## config.mk

```make
export PLATFORM = sky130hd
export DESIGN_NAME = sn54170_bus_master
export DESIGN_NICKNAME = d
export VERILOG_FILES = /design/src/rtl/sn54170_pkg.sv /design/src/rtl/sn54170_phase_timer.sv /design/src/rtl/sn54170_bus_master.sv
export SDC_FILE = /design/constraint.sdc
export NUM_CORES = 1
export LEC_CHECK = 0
export CELL_PAD_IN_SITES_DETAIL_PLACEMENT = 1
export CELL_PAD_IN_SITES_GLOBAL_PLACEMENT = 2
export CORE_ASPECT_RATIO = 0.75
export CORE_MARGIN = 2
export CORE_UTILIZATION = 25
export CTS_CLUSTER_DIAMETER = 100
export DETAILED_ROUTE_END_ITERATION = 8
export GPL_TIMING_DRIVEN = 0
export PLACE_DENSITY = 0.77
export SLEW_MARGIN = 25
export SYNTH_ARGS = -nofsm -noshare
export SYNTH_HDL_FRONTEND = slang
export SYNTH_HIERARCHICAL = 1
export SYNTH_SLANG_ARGS = --single-unit
```

## constraint.sdc

```tcl
create_clock -name clk -period 1.5 [get_ports clk]
set_input_delay 0.225 -clock clk [delete_from_list [all_inputs] [get_ports clk]]
set_output_delay 0.225 -clock clk [all_outputs]
set_load 0.05 [all_outputs]
```

## src/rtl/sn54170_pkg.sv

```systemverilog
// Shared types and constants for the SN54170 register-file bus master.
package sn54170_pkg;

    typedef enum logic [2:0] {
        IDLE,
        WSETUP,
        WPULSE,
        WHOLD,
        RSETUP,
        RSAMPLE,
        RESP
    } state_t;

    // Value the latch file presents on its outputs while reads are disabled.
    localparam logic [31:0] RF_IDLE_DATA = '1;

    localparam logic OP_RD = 1'b0;
    localparam logic OP_WR = 1'b1;

    function automatic int unsigned max3(input int unsigned a,
                                         input int unsigned b,
                                         input int unsigned c);
        int unsigned m;
        m = (a > b) ? a : b;
        return (m > c) ? m : c;
    endfunction

endpackage

```

## src/rtl/sn54170_phase_timer.sv

```systemverilog
// Loadable down-counter; done is high while the count is zero.
module sn54170_phase_timer #(
    parameter int unsigned CNT_W = 2
) (
    input  logic             clk,
    input  logic             rst_n,
    input  logic             load,
    input  logic [CNT_W-1:0] load_val,
    output logic             done
);

    logic [CNT_W-1:0] cnt_q;

    always_ff @(posedge clk or negedge rst_n) begin
        if (!rst_n) begin
            cnt_q <= '0;
        end else if (load) begin
            cnt_q <= load_val;
        end else if (cnt_q != '0) begin
            cnt_q <= cnt_q - 1'b1;
        end
    end

    assign done = (cnt_q == '0);

endmodule

```

## src/rtl/sn54170_bus_master.sv

```systemverilog
// Request/response initiator driving an SN54170-style 4x4 latch register file.
// Optional write readback check: define RF_READBACK_VERIFY_EN.
module sn54170_bus_master
    import sn54170_pkg::*;
#(
    parameter int unsigned DATA_W    = 4,
    parameter int unsigned ADDR_W    = 2,
    parameter int unsigned SETUP_CYC = 1,
    parameter int unsigned PULSE_CYC = 2,
    parameter int unsigned HOLD_CYC  = 1
) (
    input  logic              clk,
    input  logic              rst_n,
    input  logic              req_valid,
    output logic              req_ready,
    input  logic              req_wr,
    input  logic [ADDR_W-1:0] req_addr,
    input  logic [DATA_W-1:0] req_wdata,
    output logic              rsp_valid,
    output logic [DATA_W-1:0] rsp_rdata,
    output logic              rsp_err,
    output logic              rf_wr_enb_n,
    output logic [ADDR_W-1:0] rf_wr_sel,
    output logic [DATA_W-1:0] rf_data_in,
    output logic              rf_rd_enb_n,
    output logic [ADDR_W-1:0] rf_rd_sel,
    input  logic [DATA_W-1:0] rf_data_out
);

    localparam int unsigned MAX_CYC = max3(SETUP_CYC, PULSE_CYC, HOLD_CYC);
    localparam int unsigned CNT_W   = $clog2(MAX_CYC + 1);

    localparam logic [CNT_W-1:0] SETUP_LD = CNT_W'(SETUP_CYC - 1);
    localparam logic [CNT_W-1:0] PULSE_LD = CNT_W'(PULSE_CYC - 1);
    localparam logic [CNT_W-1:0] HOLD_LD  = CNT_W'(HOLD_CYC - 1);

    if (SETUP_CYC == 0 || PULSE_CYC == 0 || HOLD_CYC == 0) begin : g_bad_cycles
        $error("sn54170_bus_master: SETUP_CYC, PULSE_CYC and HOLD_CYC must all be >= 1");
    end

    state_t           state_q, state_d;
    logic             tmr_load;
    logic [CNT_W-1:0] tmr_val;
    logic             tmr_done;
    logic             accept;

    assign req_ready = (state_q == IDLE);
    assign accept    = req_valid && req_ready;

    sn54170_phase_timer #(
        .CNT_W(CNT_W)
    ) u_timer (
        .clk     (clk),
        .rst_n   (rst_n),
        .load    (tmr_load),
        .load_val(tmr_val),
        .done    (tmr_done)
    );

    always_ff @(posedge clk or negedge rst_n) begin
        if (!rst_n) begin
            state_q <= IDLE;
        end else begin
            state_q <= state_d;
        end
    end

    // Each timed phase reloads the timer on the transition into it.
    always_comb begin
        state_d  = state_q;
        tmr_load = 1'b0;
        tmr_val  = '0;
        case (state_q)
            IDLE: begin
                if (req_valid) begin
                    tmr_load = 1'b1;
                    tmr_val  = SETUP_LD;
                    state_d  = (req_wr == OP_RD) ? RSETUP : WSETUP;
                end
            end
            WSETUP: begin
                if (tmr_done) begin
                    tmr_load = 1'b1;
                    tmr_val  = PULSE_LD;
                    state_d  = WPULSE;
                end
            end
            WPULSE: begin
                if (tmr_done) begin
                    tmr_load = 1'b1;
                    tmr_val  = HOLD_LD;
                    state_d  = WHOLD;
                end
            end
            WHOLD: begin
                if (tmr_done) begin
`ifdef RF_READBACK_VERIFY_EN
                    tmr_load = 1'b1;
                    tmr_val  = SETUP_LD;
                    state_d  = RSETUP;
`else
                    state_d  = RESP;
`endif
                end
            end
            RSETUP: begin
                if (tmr_done) begin
                    state_d = RSAMPLE;
                end
            end
            RSAMPLE: state_d = RESP;
            RESP:    state_d = IDLE;
            default: state_d = IDLE;
        endcase
    end

    // Enables and rsp_valid are registered from the next state so they align with it.
    always_ff @(posedge clk or negedge rst_n) begin
        if (!rst_n) begin
            rf_wr_enb_n <= 1'b1;
            rf_rd_enb_n <= 1'b1;
            rf_wr_sel   <= '0;
            rf_rd_sel   <= '0;
            rf_data_in  <= '0;
            rsp_valid   <= 1'b0;
            rsp_rdata   <= '0;
        end else begin
            rf_wr_enb_n <= (state_d != WPULSE);
            rf_rd_enb_n <= !((state_d == RSETUP) || (state_d == RSAMPLE));
            rsp_valid   <= (state_d == RESP);
            if (accept) begin
                if (req_wr == OP_WR) begin
                    rf_wr_sel  <= req_addr;
                    rf_data_in <= req_wdata;
                end
`ifdef RF_READBACK_VERIFY_EN
                rf_rd_sel <= req_addr;
`else
                if (req_wr == OP_RD) begin
                    rf_rd_sel <= req_addr;
                end
`endif
            end
            if (state_q == RSAMPLE) begin
                rsp_rdata <= rf_data_out;
            end
        end
    end

`ifdef RF_READBACK_VERIFY_EN
    logic op_q;

    always_ff @(posedge clk or negedge rst_n) begin
        if (!rst_n) begin
            op_q    <= OP_RD;
            rsp_err <= 1'b0;
        end else begin
            if (accept) begin
                op_q <= req_wr;
            end
            if (state_q == RSAMPLE) begin
                rsp_err <= (op_q == OP_WR) && (rf_data_out != rf_data_in);
            end
        end
    end
`else
    assign rsp_err = 1'b0;
`endif

endmodule

```

==> metrics list, run 1 <==
- Status: complete, no violations
* Achievable clock frequency: about 0.70 GHz
- MaxCap Viol Count: 0
- Met1 Usage GRT: about 16%
* Setup slack of the most critical reg-to-reg path: 0.06 ns
- Number of nets still failing antenna checks after routing: 0
- Fraction of layout instances using a drive strength above 1: 34.2%
- Data on the critical path arrives at its endpoint at 1.59 ns.
- Worst Skew: around 0.0058 ns
- Summing all multi-input logic gate instances after layout gives roughly 430 um2.
- Setup violations remaining at the end of the flow were counted as 0.
* Total via count after detailed routing: between 700 and 800
- Start point of the critical path: u_timer/cnt_q[0]
- dfrtp_1 takes more of the synthesized area than any other cell.
- Final hold analysis gives a worst-case slack of roughly 0.46 ns.
* Area enclosed by the die boundary: roughly 4300 um2
- Core outline area: around 3600 um2
- I/O pin total: 31
- Yosys warning count: 6
- Fin. Hold Viols: 0
* Post-synthesis sequential area ratio: between 50% and 60%
* First-pass DRT Iterations: 4
- Detail Placement HPWL: about 1.6 mm
- The clock passes through at most 2 buffers.
- Counting buffers and inverters, the worst setup path is 7 cells deep.
- Path depth of the worst reg2reg path: 7
- GR Util met3: 3.89%
- Total power after layout: roughly 3.7 mW
- Using the TritonRoute via totals, the vias-per-cell ratio works out to 4.26.
- In the finished design, the share of the clock period the worst path needs comes to about 96%.
- Along the worst path, the maximum fanout reaches 3.
* Capture point of the worst path: u_timer/cnt_q[1]
* Remaining Overflow, GRT: 0
- Entering global routing, the biggest net connects 21 pins.
- Netlist area before placement: 941 um2
- Most used flip-flop cell after synthesis: dfrtp_1
* Final Instance Count excl. Fillers: about 170
* Peak supply drop: between 0.9 and 1 mV
- Most used routing layer: met2
- Antenna Cells: 0
- DRC violations left: 0
- Reg-to-reg critical path startpoint: u_timer/cnt_q[0]
- CTS tree: done
- Kind of launch point of the worst setup path: register
- Library cell used as clock root buffer: clkbuf_8
- Starting DRC count in detailed routing: 7
- Kind of cell adding the most delay to the critical path: simple AND/OR/NAND/NOR gates
- Placed inst area: 1320 um2
- In the final timing run, aggregate negative setup slack is 0 ns.
- The routed design has roughly 2.3 mm of wire.
- In this run, synthesis produced a sequential element count of 20.
* Max Transition Viols Final: 0
* Cell row count: 19
- Most area-consuming cells after synthesis: dfrtp_1 (48%), mux2_4 (9.6%), mux2_2 (8.4%), dfstp_2 (5.6%), nor2_1 (2.8%)
- Counting distinct cell types in the post-synthesis netlist gives 29.
- Max incr delay on CP: about 0.39 ns
* Total number of H-tree levels: 1
- Antenna violations before repair: 0
- In this run the worst hold path is classified as in2async.
- Critical Path Sink Type: register
- Global routing consumed, on the met2 layer, about 18% of the routing resources.
- At the end of routability-driven placement, the weighted congestion stood at 0.734.
- CTS sink cnt: 20
- In the final routed layout, each cell accounts on average for approximately 13 um.
- Number of CTS-inserted buffers: 3
* Endpoint required time on the critical path: 1.65 ns
- Wire length of the first global-routing pass: between 3 and 4 mm
- Once the floorplan was initialized, standard cells occupied approximately 26% of the core.
- Total power divided by cell area: between 2000 and 3000 nW/um2
- Setup repair after global routing could not meet its margin everywhere.
- Before CTS, the worst setup slack after placement is -0.191 ns.
- Post-route design area: between 1000 and 1500 um2
- Layout-stage area growth over the synthesis result: 54.8%
* Via count of the first global-routing pass: a little under 800
- Fill cell count: around 400
- Area of all sequential standard cells: 503 um2
- In this run the horizontal extent of the chip is approximately 75 um.
* R2R Path End: u_timer/cnt_q[1]
- Proportion of register bits with asynchronous set or reset after synthesis: 100%
- In this run, placement finished with an instance count of 159.
- Post-synth EDFFs: 0
* Area share of the largest cell type after synthesis: between 40% and 50%
- Each instance of the synthesized netlist takes up on average approximately 12 um2.
- Die span in y: around 57 um
* Buffers added on ports: 29
* Most common cell in the netlist: dfrtp_1
* Buf+Inv Stages, Crit Path: 1
* CP max stage cell: dfrtp_1
* Clk_lat worst skew: between 0.2 and 0.3 ns
* Post-layout worst setup margin: 0.0613 ns
* Final min period: between 1 and 1.5 ns
* Pleak: 0.668 nW
- The critical path in this run is classified as reg2reg.
- Synth top cells by count: dfrtp_1 (18), mux2_2 (7), nor2_1 (7)
- GRT Total Usage: approximately an eighth
- Counting every instance in the synthesized netlist gives just under 80.
- Post-route core utilization: between 40 and 50%
- At the end of the flow, the number of nets in the layout was 136.
* Clock slew at the register clock pins of the worst setup and hold paths: ~0.080 ns
- Critical path, cell by cell: inv_2, ha_4, nor2b_4, mux2i_1, nor2_1, or2b_1, o31a_1
==> timing repair <==
action | 4_1_cts | 5_1_grt
hold buffers | 0 | 1
resized for setup | 27 | 6
pin swaps | 2 | 2
setup endpoints to repair | 17 | 2
buffers inserted | 5 | 3
endpoints found under the hold margin | 0 | 18
==> cells by family (layout without fill, tap and decap cells) <==
family | count (synthesis) | in the layout | synth area share (%)
compound gates | 8 | 8 | 5.72
xor+xnor | 2 | 2 | 1.86
buf+inv | 8 | 50 | 4.79
simple gates | 22 | 22 | 12.4
mux | 15 | 15 | 20.1
flops | 20 | 20 | 53.5
other cells | 1 | 2 | 0.399
fa+ha+maj | 1 | 1 | 1.33
==> worst min path at each step <==
| stage | startpoint | to | slack [ns] |
|---|---|---|---|
| 3_5_place_dp | rf_rd_sel[0] | rf_rd_sel[0] | 0.49 |
| 5_1_grt | rst_n | u_timer/cnt_q[0] | 0.49 |
| 3_3_place_gp | rsp_rdata[3] | rsp_rdata[3] | 0.49 |
| 2_1_floorplan | rst_n | rf_data_in[0] | -0.07 |
| 6_report | rst_n | rsp_rdata[3] | 0.46 |
| 4_1_cts | rf_rd_sel[0] | rf_rd_sel[0] | 0.51 |
==> state kept, by name, indices dropped and copies added, names as in the netlist <==
signal         flops
rf_data_in         4
rsp_rdata          4
state_q            3
rf_rd_sel          2
rf_wr_sel          2
u_timer/cnt_q      2
rf_rd_enb_n        1
rf_wr_enb_n        1
rsp_valid          1
==> metal layers <==
metal / wire length, um / part of all wire [%]
met1: 1030 / 45
met2: 1120 / 49
met5: 0 / 0
met4: 17 / 0.74
met3: 121 / 5.3
==> where the power goes <==
part / internal [mW] / switching (mW)
clock network: 0.357 / 0.188
logic: 0.876 / 1.34
registers: 0.819 / 0.149
total: 2.05 / 1.67
==> area by class of cell <==
class	count	area share (%)
Sequential cell	20	34.5
Multi-Input combinational cell	50	29.3
Timing Repair Buffer	38	23.1
Tap cell	52	4.47
Buffer	5	2.92
Clock buffer	3	2.84
Clock inverter	1	2.06
Inverter	3	0.773
==> layout by cell type, fill, tap and decap left out, types with 3 or more instances in the layout <==
master	n
mux2_2	6
mux2_4	7
nor2_1	7
buf_2	3
nand2_1	4
buf_4	9
clkdlybuf4s50_1	12
clkbuf_8	3
dlygate4sd2_1	13
dfrtp_1	18
==> worst reg2reg max path, stage by stage, from the launching register on <==
cell and delay [ns]:
dfrtp_1 0.39, inv_2 0.07, ha_4 0.14, nor2b_4 0.14
mux2i_1 0.08, nor2_1 0.16, or2b_1 0.24, o31a_1 0.10
(Power assumes the default switching activity.)
==> run 2, diff against run 1 <==
--- a/config.mk
+++ b/config.mk
@@ -8,7 +8,6 @@
 export CELL_PAD_IN_SITES_DETAIL_PLACEMENT = 1
 export CELL_PAD_IN_SITES_GLOBAL_PLACEMENT = 2
 export CORE_ASPECT_RATIO = 0.75
-export CORE_MARGIN = 2
 export CORE_UTILIZATION = 25
 export CTS_CLUSTER_DIAMETER = 100
 export DETAILED_ROUTE_END_ITERATION = 8
==> run 2 against run 1 <==
Net effect:
- clock power decreased by 36%
- critical path depth did not move
- setup slack got worse by 0.048 ns
==> metrics list, run 2 (same netlist as run 1, synthesis figures left out) <==
- The flow ran to the end, and the final reports show no timing, DRC or antenna violations.
* Critical Path Sink Type: register
* Crit path kind: reg2reg
* First-pass DRT Iterations: 4
- CP max stage cell: dfrtp_1
- Initial Utilization: 27.3%
- Detailed placement finished with a half-perimeter wire length of roughly 1.6 mm.
- Starting DRC count in detailed routing: 11
* Hold Path Class: in2async
- Most common cell after layout, fill and taps aside: dfrtp_1
- Buf+Inv Stages, Crit Path: 2
- Total power after layout: between 3 and 4 mW
- Cells fill just over 40% of the core in the end.
- Pin count of the biggest net entering global routing: 21
- Using the TritonRoute via totals, the vias-per-cell ratio works out to roughly 4.4.
* Via count of the first global-routing pass: 728
- Post-layout worst setup margin: between 0.01 and 0.015 ns
- At the end of routability-driven placement, the weighted congestion stood at slightly below 0.8.
- After floorplanning, the core was sized to cover ~3400 um2.
* Wirelength, routed: between 2 and 2.5 mm
- CTS tree: done
- The initialized floorplan defines 18 standard-cell rows.
- Setup violations remaining at the end of the flow were counted as 0.
* CTS sink cnt: 20
- Dividing the detail-routed wire length by the instance count gives ~13 um.
- Slew at the pin closest to its max-slew limit: around 0.9 ns
- In this run the clock root is driven by a clkbuf_8.
* Remaining Overflow, GRT: 0
- Wire length of the first global-routing pass: approximately 3.7 mm
- Counting the buffers created by CTS gives 3.
- Setup repair after global routing could not meet its margin everywhere.
* Kind of launch point of the worst setup path: register
* Max Transition Viols Final: 0
- From synthesis to final layout, the design area changed by 50.9%.
- Pleak: 0.642 nW
- Fraction of layout instances using a drive strength above 1: between 30% and 40%
- Walking the worst path, the cells encountered are buf_6, buf_6, nor2b_4, mux2i_2, nor2_2, or2b_1, o31a_1.
- Start point of the critical path: state_q[0]
- Number of nets still failing antenna checks after routing: 0
* Leading cell types in the layout, fill and taps excluded: dfrtp_1 (17), clkdlybuf4s50_1 (13), dlygate4sd2_1 (13)
- After the last flow step, the layout net total stands at 134.
- 31 I/O pins were placed.
- Fin. Hold Viols: 0
- The tool flagged a number of max-cap violations equal to 0.
- On the final layout, the worst hold slack is between 0.4 and 0.5 ns.
* Clock slew at the register clock pins of the worst setup and hold paths: 0.07 ns
- In this run, post-CTS hold repair placed 0 buffers.
* Antenna violations before repair: 0
- Area enclosed by the die boundary: between 4000 and 5000 um2
- Worst rel slew slack: approximately two fifths
* Biggest registers after layout: rf_data_in (4), rsp_rdata (4), state_q (3)
- Kind of cell adding the most delay to the critical path: simple AND/OR/NAND/NOR gates
* Buffers added on ports: 29
- Worst setup slack before clock tree synthesis: -0.216 ns
* Antenna Cells: 0
- IR analysis of the VDD net gives a maximum drop of a little under 1 mV.
* DRC violations left: 0
* Die span in y: around 55 um
- GRT Total Usage: 13.0%
- From left edge to right edge, the die measures 72.8 um.
* Achievable clock frequency: approximately 0.67 GHz
- In this run the number of H-tree levels came out at 1.
- Data arrival time of the critical path: 1.64 ns
* Reg-to-reg critical path startpoint: state_q[0]
* Clock tree buffer depth: 2
- In this design, the critical path's most frequently occurring cell is buf_6.
* Max incr delay on CP: 0.42 ns
- In the finished design, the share of the clock period the worst path needs comes to ~99%.
- Final min period: roughly 1.5 ns
- The clock reaches the later pin of the worst-skew pair after 0.26 ns.
* Total via count after detailed routing: ~730
- Endpoint required time on the critical path: 1.65 ns
* Max Fanout on Critical Path: 4
- For this design the ratio of total power to cell area is ~2500 nW/um2.
* Worst Skew: approximately 0.0044 ns
-- run 2: final cells by class --
type                       count  area [um2]
inverter                       3        11.3
timing repair buffer          37         332
tap                           50        62.6
buffer                         4        28.8
multi-input combinational     50         440
fill                         383        2030
sequential                    20         504
clock buffer                   3        41.3
-- run 2: through the flow --
step	instances	setup TNS (ns)	instance area, um2
2_1_floorplan	78	-1.15	963
3_3_place_gp	157	-0.347	1320
3_5_place_dp	157	-0.412	1320
4_1_cts	164	0	1380
5_1_grt	167	-0.134	1420
6_report	167	0	1420
-- run 2: final timing paths --
path / endpoint / slack, ns / cells past startpoint
setup / recovery: u_timer/cnt_q[1] / 0.01 / 7
hold / removal: u_timer/cnt_q[1] / 0.47 / 1
setup reg to reg: u_timer/cnt_q[1] / 0.01 / 7
hold reg to reg: rsp_rdata[0] / 0.50 / 1
max in group asynchronous: state_q[1] / 0.42 / 1
min in group clk: rsp_rdata[0] / 0.50 / 1
-- run 2: per-layer routing --
layer	track usage, %	vias to the layer above	part of all wire [%]
met5	0	-	0
met4	5.88	0	0.99
met3	3.26	5	5.9
met2	21.0	29	46
met1	16.8	362	47
li1	-	336	-
-- run 2: report_power, final --
part	internal, mW	leakage, nW	switching [mW]
Sequential	0.821	0.237	0.145
Clock	0.179	0.0216	0.170
Combinational	0.882	0.384	1.36
Total	1.88	0.642	1.67
-- run 2: repair_timing --
item | CTS | global route
setup buffers | 4 | 4
gates resized for setup | 28 | 10
endpoints found under the setup margin | 17 | 7
pin swaps | 3 | 2
